### src/rtl/axis_upsizer_if.sv
// Narrow-in / wide-out stream bundle for axis_upsizer.
// Optional tlast/tkeep side-band exists only when UPSIZER_TLAST_EN is defined.
interface axis_upsizer_if #(
  parameter int unsigned DATA_WIDTH = 3,
  parameter int unsigned RATIO      = 4
);
  logic                        tvalid_i;
  logic                        tready_o;
  logic [DATA_WIDTH-1:0]       tdata_i;
  logic                        tvalid_o;
  logic                        tready_i;
  logic [DATA_WIDTH*RATIO-1:0] tdata_o;
`ifdef UPSIZER_TLAST_EN
  logic                        tlast_i;
  logic                        tlast_o;
  logic [RATIO-1:0]            tkeep_o;
`endif

  modport slave (
    input  tvalid_i, tdata_i, tready_i,
`ifdef UPSIZER_TLAST_EN
    input  tlast_i,
    output tlast_o, tkeep_o,
`endif
    output tready_o, tvalid_o, tdata_o
  );

  modport master (
    output tvalid_i, tdata_i, tready_i,
`ifdef UPSIZER_TLAST_EN
    output tlast_i,
    input  tlast_o, tkeep_o,
`endif
    input  tready_o, tvalid_o, tdata_o
  );
endinterface

### src/rtl/axis_upsizer.sv
// Packs RATIO narrow beats (little-endian lanes) into one registered wide beat.
// Define UPSIZER_TLAST_EN to add tlast_i/tlast_o/tkeep_o and early word completion.
module axis_upsizer #(
  parameter int unsigned DATA_WIDTH = 3,
  parameter int unsigned RATIO      = 4
) (
  input  logic         clk_i,
  input  logic         rst_i,
  axis_upsizer_if.slave bus
);
  localparam int unsigned CW = (RATIO > 1) ? $clog2(RATIO) : 1;
  localparam logic [CW-1:0] LAST = CW'(RATIO - 1);

  typedef enum logic {FILL, LAST_LANE} lane_state_t;

  lane_state_t                  lane_st;
  logic [CW-1:0]                cnt;
  logic [DATA_WIDTH*(RATIO-1)-1:0] acc;
  logic [DATA_WIDTH*RATIO-1:0]  data_q;
  logic                         valid_q;
  logic                         ready;
  logic                         accept;
  logic                         complete;
  logic                         ends_word;
  logic [DATA_WIDTH*RATIO-1:0]  word;
  logic [RATIO-1:0]             keep;
`ifdef UPSIZER_TLAST_EN
  logic                         last_q;
  logic [RATIO-1:0]             keep_q;
`endif

  always_comb begin
    lane_st = (cnt == LAST) ? LAST_LANE : FILL;
`ifdef UPSIZER_TLAST_EN
    ends_word = (lane_st == LAST_LANE) || bus.tlast_i;
`else
    ends_word = (lane_st == LAST_LANE);
`endif
    ready    = !rst_i && !(ends_word && valid_q && !bus.tready_i);
    accept   = bus.tvalid_i && ready;
    complete = accept && ends_word;
  end

  // Lanes below cnt come from acc, lane cnt is the incoming beat, lanes above
  // are zero; on a full word this reduces to {tdata_i, acc}.
  always_comb begin
    word = '0;
    keep = '0;
    for (int unsigned k = 0; k < RATIO - 1; k++) begin
      if (CW'(k) < cnt) begin
        word[k*DATA_WIDTH +: DATA_WIDTH] = acc[k*DATA_WIDTH +: DATA_WIDTH];
        keep[k] = 1'b1;
      end else if (CW'(k) == cnt) begin
        word[k*DATA_WIDTH +: DATA_WIDTH] = bus.tdata_i;
        keep[k] = 1'b1;
      end
    end
    if (cnt == LAST) begin
      word[(RATIO-1)*DATA_WIDTH +: DATA_WIDTH] = bus.tdata_i;
      keep[RATIO-1] = 1'b1;
    end
  end

  always_ff @(posedge clk_i) begin
    if (rst_i) begin
      cnt     <= '0;
      acc     <= '0;
      data_q  <= '0;
      valid_q <= 1'b0;
`ifdef UPSIZER_TLAST_EN
      last_q  <= 1'b0;
      keep_q  <= '0;
`endif
    end else begin
      if (accept && !complete) begin
        for (int unsigned k = 0; k < RATIO - 1; k++) begin
          if (cnt == CW'(k)) acc[k*DATA_WIDTH +: DATA_WIDTH] <= bus.tdata_i;
        end
        cnt <= cnt + 1'b1;
      end
      if (complete) begin
        cnt     <= '0;
        data_q  <= word;
        valid_q <= 1'b1;
`ifdef UPSIZER_TLAST_EN
        last_q  <= bus.tlast_i;
        keep_q  <= keep;
`endif
      end else if (valid_q && bus.tready_i) begin
        valid_q <= 1'b0;
      end
    end
  end

  assign bus.tready_o = ready;
  assign bus.tvalid_o = valid_q;
  assign bus.tdata_o  = data_q;
`ifdef UPSIZER_TLAST_EN
  assign bus.tlast_o  = last_q;
  assign bus.tkeep_o  = keep_q;
`endif
endmodule

### src/flat_wrapper.sv
// flat-port wrapper written by rule: the top's interface ports become plain ports
module axis_upsizer_flat 
#(
  parameter int unsigned DATA_WIDTH = 3,
  parameter int unsigned RATIO      = 4
)
  (clk_i, rst_i, bus_tvalid_i, bus_tdata_i, bus_tready_i, bus_tready_o, bus_tvalid_o, bus_tdata_o);
  axis_upsizer_if #(.DATA_WIDTH(DATA_WIDTH), .RATIO(RATIO)) bus_i ();
  input  logic clk_i;
  input  logic rst_i;
  input wire logic [$bits(bus_i.tvalid_i)-1:0] bus_tvalid_i;
  input wire logic [$bits(bus_i.tdata_i)-1:0] bus_tdata_i;
  input wire logic [$bits(bus_i.tready_i)-1:0] bus_tready_i;
  output wire logic [$bits(bus_i.tready_o)-1:0] bus_tready_o;
  output wire logic [$bits(bus_i.tvalid_o)-1:0] bus_tvalid_o;
  output wire logic [$bits(bus_i.tdata_o)-1:0] bus_tdata_o;
  assign bus_i.tvalid_i = bus_tvalid_i;
  assign bus_i.tdata_i = bus_tdata_i;
  assign bus_i.tready_i = bus_tready_i;
  assign bus_tready_o = bus_i.tready_o;
  assign bus_tvalid_o = bus_i.tvalid_o;
  assign bus_tdata_o = bus_i.tdata_o;
  axis_upsizer #(.DATA_WIDTH(DATA_WIDTH), .RATIO(RATIO)) u_core (.clk_i(clk_i), .rst_i(rst_i), .bus(bus_i));
endmodule
### config.mk
export PLATFORM = sky130hd
export DESIGN_NAME = axis_upsizer_flat
export DESIGN_NICKNAME = d
export VERILOG_FILES = /design/src/rtl/axis_upsizer_if.sv /design/src/rtl/axis_upsizer.sv /design/src/flat_wrapper.sv
export SDC_FILE = /design/constraint.sdc
export NUM_CORES = 1
export LEC_CHECK = 0
export CAP_MARGIN = 20
export CORE_MARGIN = 5
export CORE_UTILIZATION = 50
export CTS_CLUSTER_DIAMETER = 40
export DETAILED_ROUTE_END_ITERATION = 6
export PLACE_DENSITY_LB_ADDON = 0.25
export SYNTH_ARGS = -nofsm -noshare
export SYNTH_HDL_FRONTEND = slang
export SYNTH_SLANG_ARGS = --single-unit
export TNS_END_PERCENT = 100
### constraint.sdc
create_clock -name clk_i -period 1.9 [get_ports clk_i]
set_input_delay 0.475 -clock clk_i [delete_from_list [all_inputs] [get_ports clk_i]]
set_output_delay 0.475 -clock clk_i [all_outputs]
set_load 0.02 [all_outputs]
==> results.py <==
metrics = {
    "status": {
        "status": "completed",
    },
    "setup_path": {
        "worst_setup_path_end_kind": "output pin",
        "r2r-start": "u_core.cnt[1]",
        "critPathMaxFanout": 2,
        "crit_arrival_ns": 1.32,
        "startpoint_type": "input port",
        "crit_start": "bus_tready_i",
        "required_ns": 1.42,
        "critPathKind": "in2out",
    },
    "die": {
        "ios": 21,
        "std_cell_rows": 17,
        "coreArea_mm2": 0.002170,
        "die_y_um": 57.04,
        "die_w_um": 57.04,
        "dieArea_mm2": 0.003253,
        "initial_core_util_pct": 50.98,
    },
    "placement": {
        "place_ws_ns": -0.3463,
        "portBuffers": 20,
        "gp_congestion": 0.8471,
        "hpwl_mm": 1.933,
        "dp.cells": 174,
    },
    "logic_synthesis": {
        "yosysMostFrequentCell": "dfxtp_1",
        "syn_inst": 123,
        "yosysSeqAreaShare_pct": 43.44,
        "mappedNetlistNets": 135,
        "synthFlopType": "dfxtp_1",
        "netlist_area_mm2": 0.001106,
        "synth_top_cell_by_area": "dfxtp_1",
        "netlist.area_leader.share_pct": 43.44,
        "synth_cell_type_count": 23,
        "avgSynthCellArea_um2": 8.992,
        "ys_top_cells_by_count": "dfxtp_1 (24), a21oi_1 (17), nand2_1 (14), nand3_1 (13), a311oi_1 (7)",
        "async_reset_ff_share_pct": 0,
        "synth_warnings": 0,
        "synth_edf_count": 0,
        "synthTopCellsByArea": "dfxtp_1 (43%), a21oi_1 (7.7%), nand3_1 (5.9%)",
        "ys_ff_latch": 24,
    },
    "power_and_ir_drop": {
        "cellPowerDensity_mw_per_mm2": 626.8,
        "ir_drop_v": 0.0003977,
        "power_w": 0.0008839,
        "leakagePower_nw": 0.4985,
    },
    "hold_path": {
        "hp-start": "u_core.acc[6]",
        "worstHoldPathType": "reg2reg",
    },
    "detailed_routing": {
        "ant_nets": 0,
        "drt_iter0_drc": 39,
        "dr.pass1.iters": 4,
        "drt-vias-per-instance": 5.695,
        "drc": 0,
        "drt_wl_total_mm": 2.564,
        "vias": 1008,
        "wire_per_inst_um": 14.49,
    },
    "clock_network": {
        "clk_path_buf_depth": 2,
        "path_clk_slew_ns": 0.11,
        "cts_root_buf": "clkbuf_4",
        "cts_buffers": 3,
        "cts_tree": "done",
        "insertion_delay_ns": 0.30,
        "cts.sinks": 24,
        "hold_buffers": 0,
        "ctsHtreeMaxLevel": 1,
    },
    "finish": {
        "fillCellCount": 204,
        "layout.nets": 163,
        "layout-drive-gt1-share_pct": 15.44,
        "multi_input_area_um2": 566.8,
        "antenna_cells": 0,
        "seq_area_um2": 480.5,
        "areaGrowthSynthToFinish_pct": 27.49,
        "final_cells": 177,
    },
    "global_routing": {
        "grt-ovfl-total": 0,
        "grt_pass1_vias": 921,
        "grt_max_degree": 25,
        "antenna_found_initial": 0,
        "grt_pass1_wl_mm": 4.195,
        "grt_use_total_pct": 16.29,
    },
    "timing": {
        "final.period_utilization_pct": 94.21,
        "hold_viol": 0,
        "post-route-min-period_ns": 1.790,
        "holdWs_ns": 0.4727,
        "fin_ws_ns": 0.1099,
        "fin_tns_setup_ns": 0,
        "rsz0062_at_grt": "no",
        "skew_ns": 0.005775,
        "fmax_mhz": 558.6,
        "worstMarginPinSlew_ns": 0.3108,
        "timing.slew.headroom_pct": 79.22,
        "setup_viol": 0,
        "maxSlewViolCount": 0,
    },
    "job": {
        "drv_cap": 0,
    },
}
stage by stage:
step / area, um^2 / utilization (%)
2_1_floorplan: 1106 / -
4_1_cts: 1410 / 64.99
3_3_place_gp: 1393 / 64.19
6_report: 1410 / 64.99
5_1_grt: 1410 / 64.99
3_5_place_dp: 1393 / 64.19
cell families (layout without fill, tap and decap cells):
kind of cell,after synthesis,in the layout,synth area share (%)
buffers and inverters,11,37,5.317
DFF,24,24,43.44
muxes,6,6,5.430
adders and majority gates,5,5,5.656
AOI/OAI and AO/OA,35,35,20.59
and+or+nand+nor,42,42,19.57
area by class of cell:
| type | instances | share of cell area [%] |
|---|---|---|
| multi-input combinational | 88 | 40.20 |
| clock buffer | 3 | 1.597 |
| timing repair buffer | 32 | 21.12 |
| sequential | 24 | 34.07 |
| tap | 28 | 2.484 |
| inverter | 2 | 0.5324 |
final timing paths:
kind                                 to  slack [ns]  cells after the start
setup reg to reg  u_core.bus.tdata_o[1]        0.39                      5
setup / recovery           bus_tready_o        0.11                      4
hold reg to reg           u_core.acc[6]        0.47                      2
hold / removal            u_core.acc[6]        0.47                      2
metal layers:
metal	vias to the layer above	track usage, %	routed length (um)
met5	-	0	0
met4	0	5.960	44
met3	6	2.489	176
met2	33	28.06	1257
met1	476	20.50	1085
li1	493	-	-
state kept, by name, indices dropped and copies added (netlist names):
register             count
u_core.bus.tdata_o      12
u_core.acc               9
u_core.cnt               2
u_core.bus.tvalid_o      1
what timing repair did:
item | CTS | global route
endpoints found under the setup margin | 1 | 0
setup buffers | 0 | 0
resized for setup | 4 | 0
where the power goes:
part           internal [W]  switching, W  total, W
Sequential         0.000519    0.00000848  0.000528
Combinational     0.0000657     0.0000790  0.000145
Clock             0.0000740      0.000137  0.000211
Total              0.000659      0.000225  0.000884
cell usage in the layout (no fill, tap or decap), drive strengths merged:
cell           Yosys  routed
buf                4      13
clkbuf             5       3
dfxtp             24      24
and4bb             1       1
nor2b              2       2
inv                2       2
a21oi             21      21
nand2b             1       1
o21ai              3       3
nand3b             5       5
nor2               5       5
a2bb2oi            1       1
a211oi             3       3
ha                 5       5
a311oi             7       7
and2               1       1
mux2i              6       6
clkdlybuf4s50      0      19
nand2             14      14
nand3             13      13
worst max-delay path: stages:
cell,delay (ns)
clkdlybuf4s50_1,0.46
nor2b_1,0.06
a21oi_1,0.13
buf_2,0.18
No activity file was read; power rests on OpenSTA's default activity.
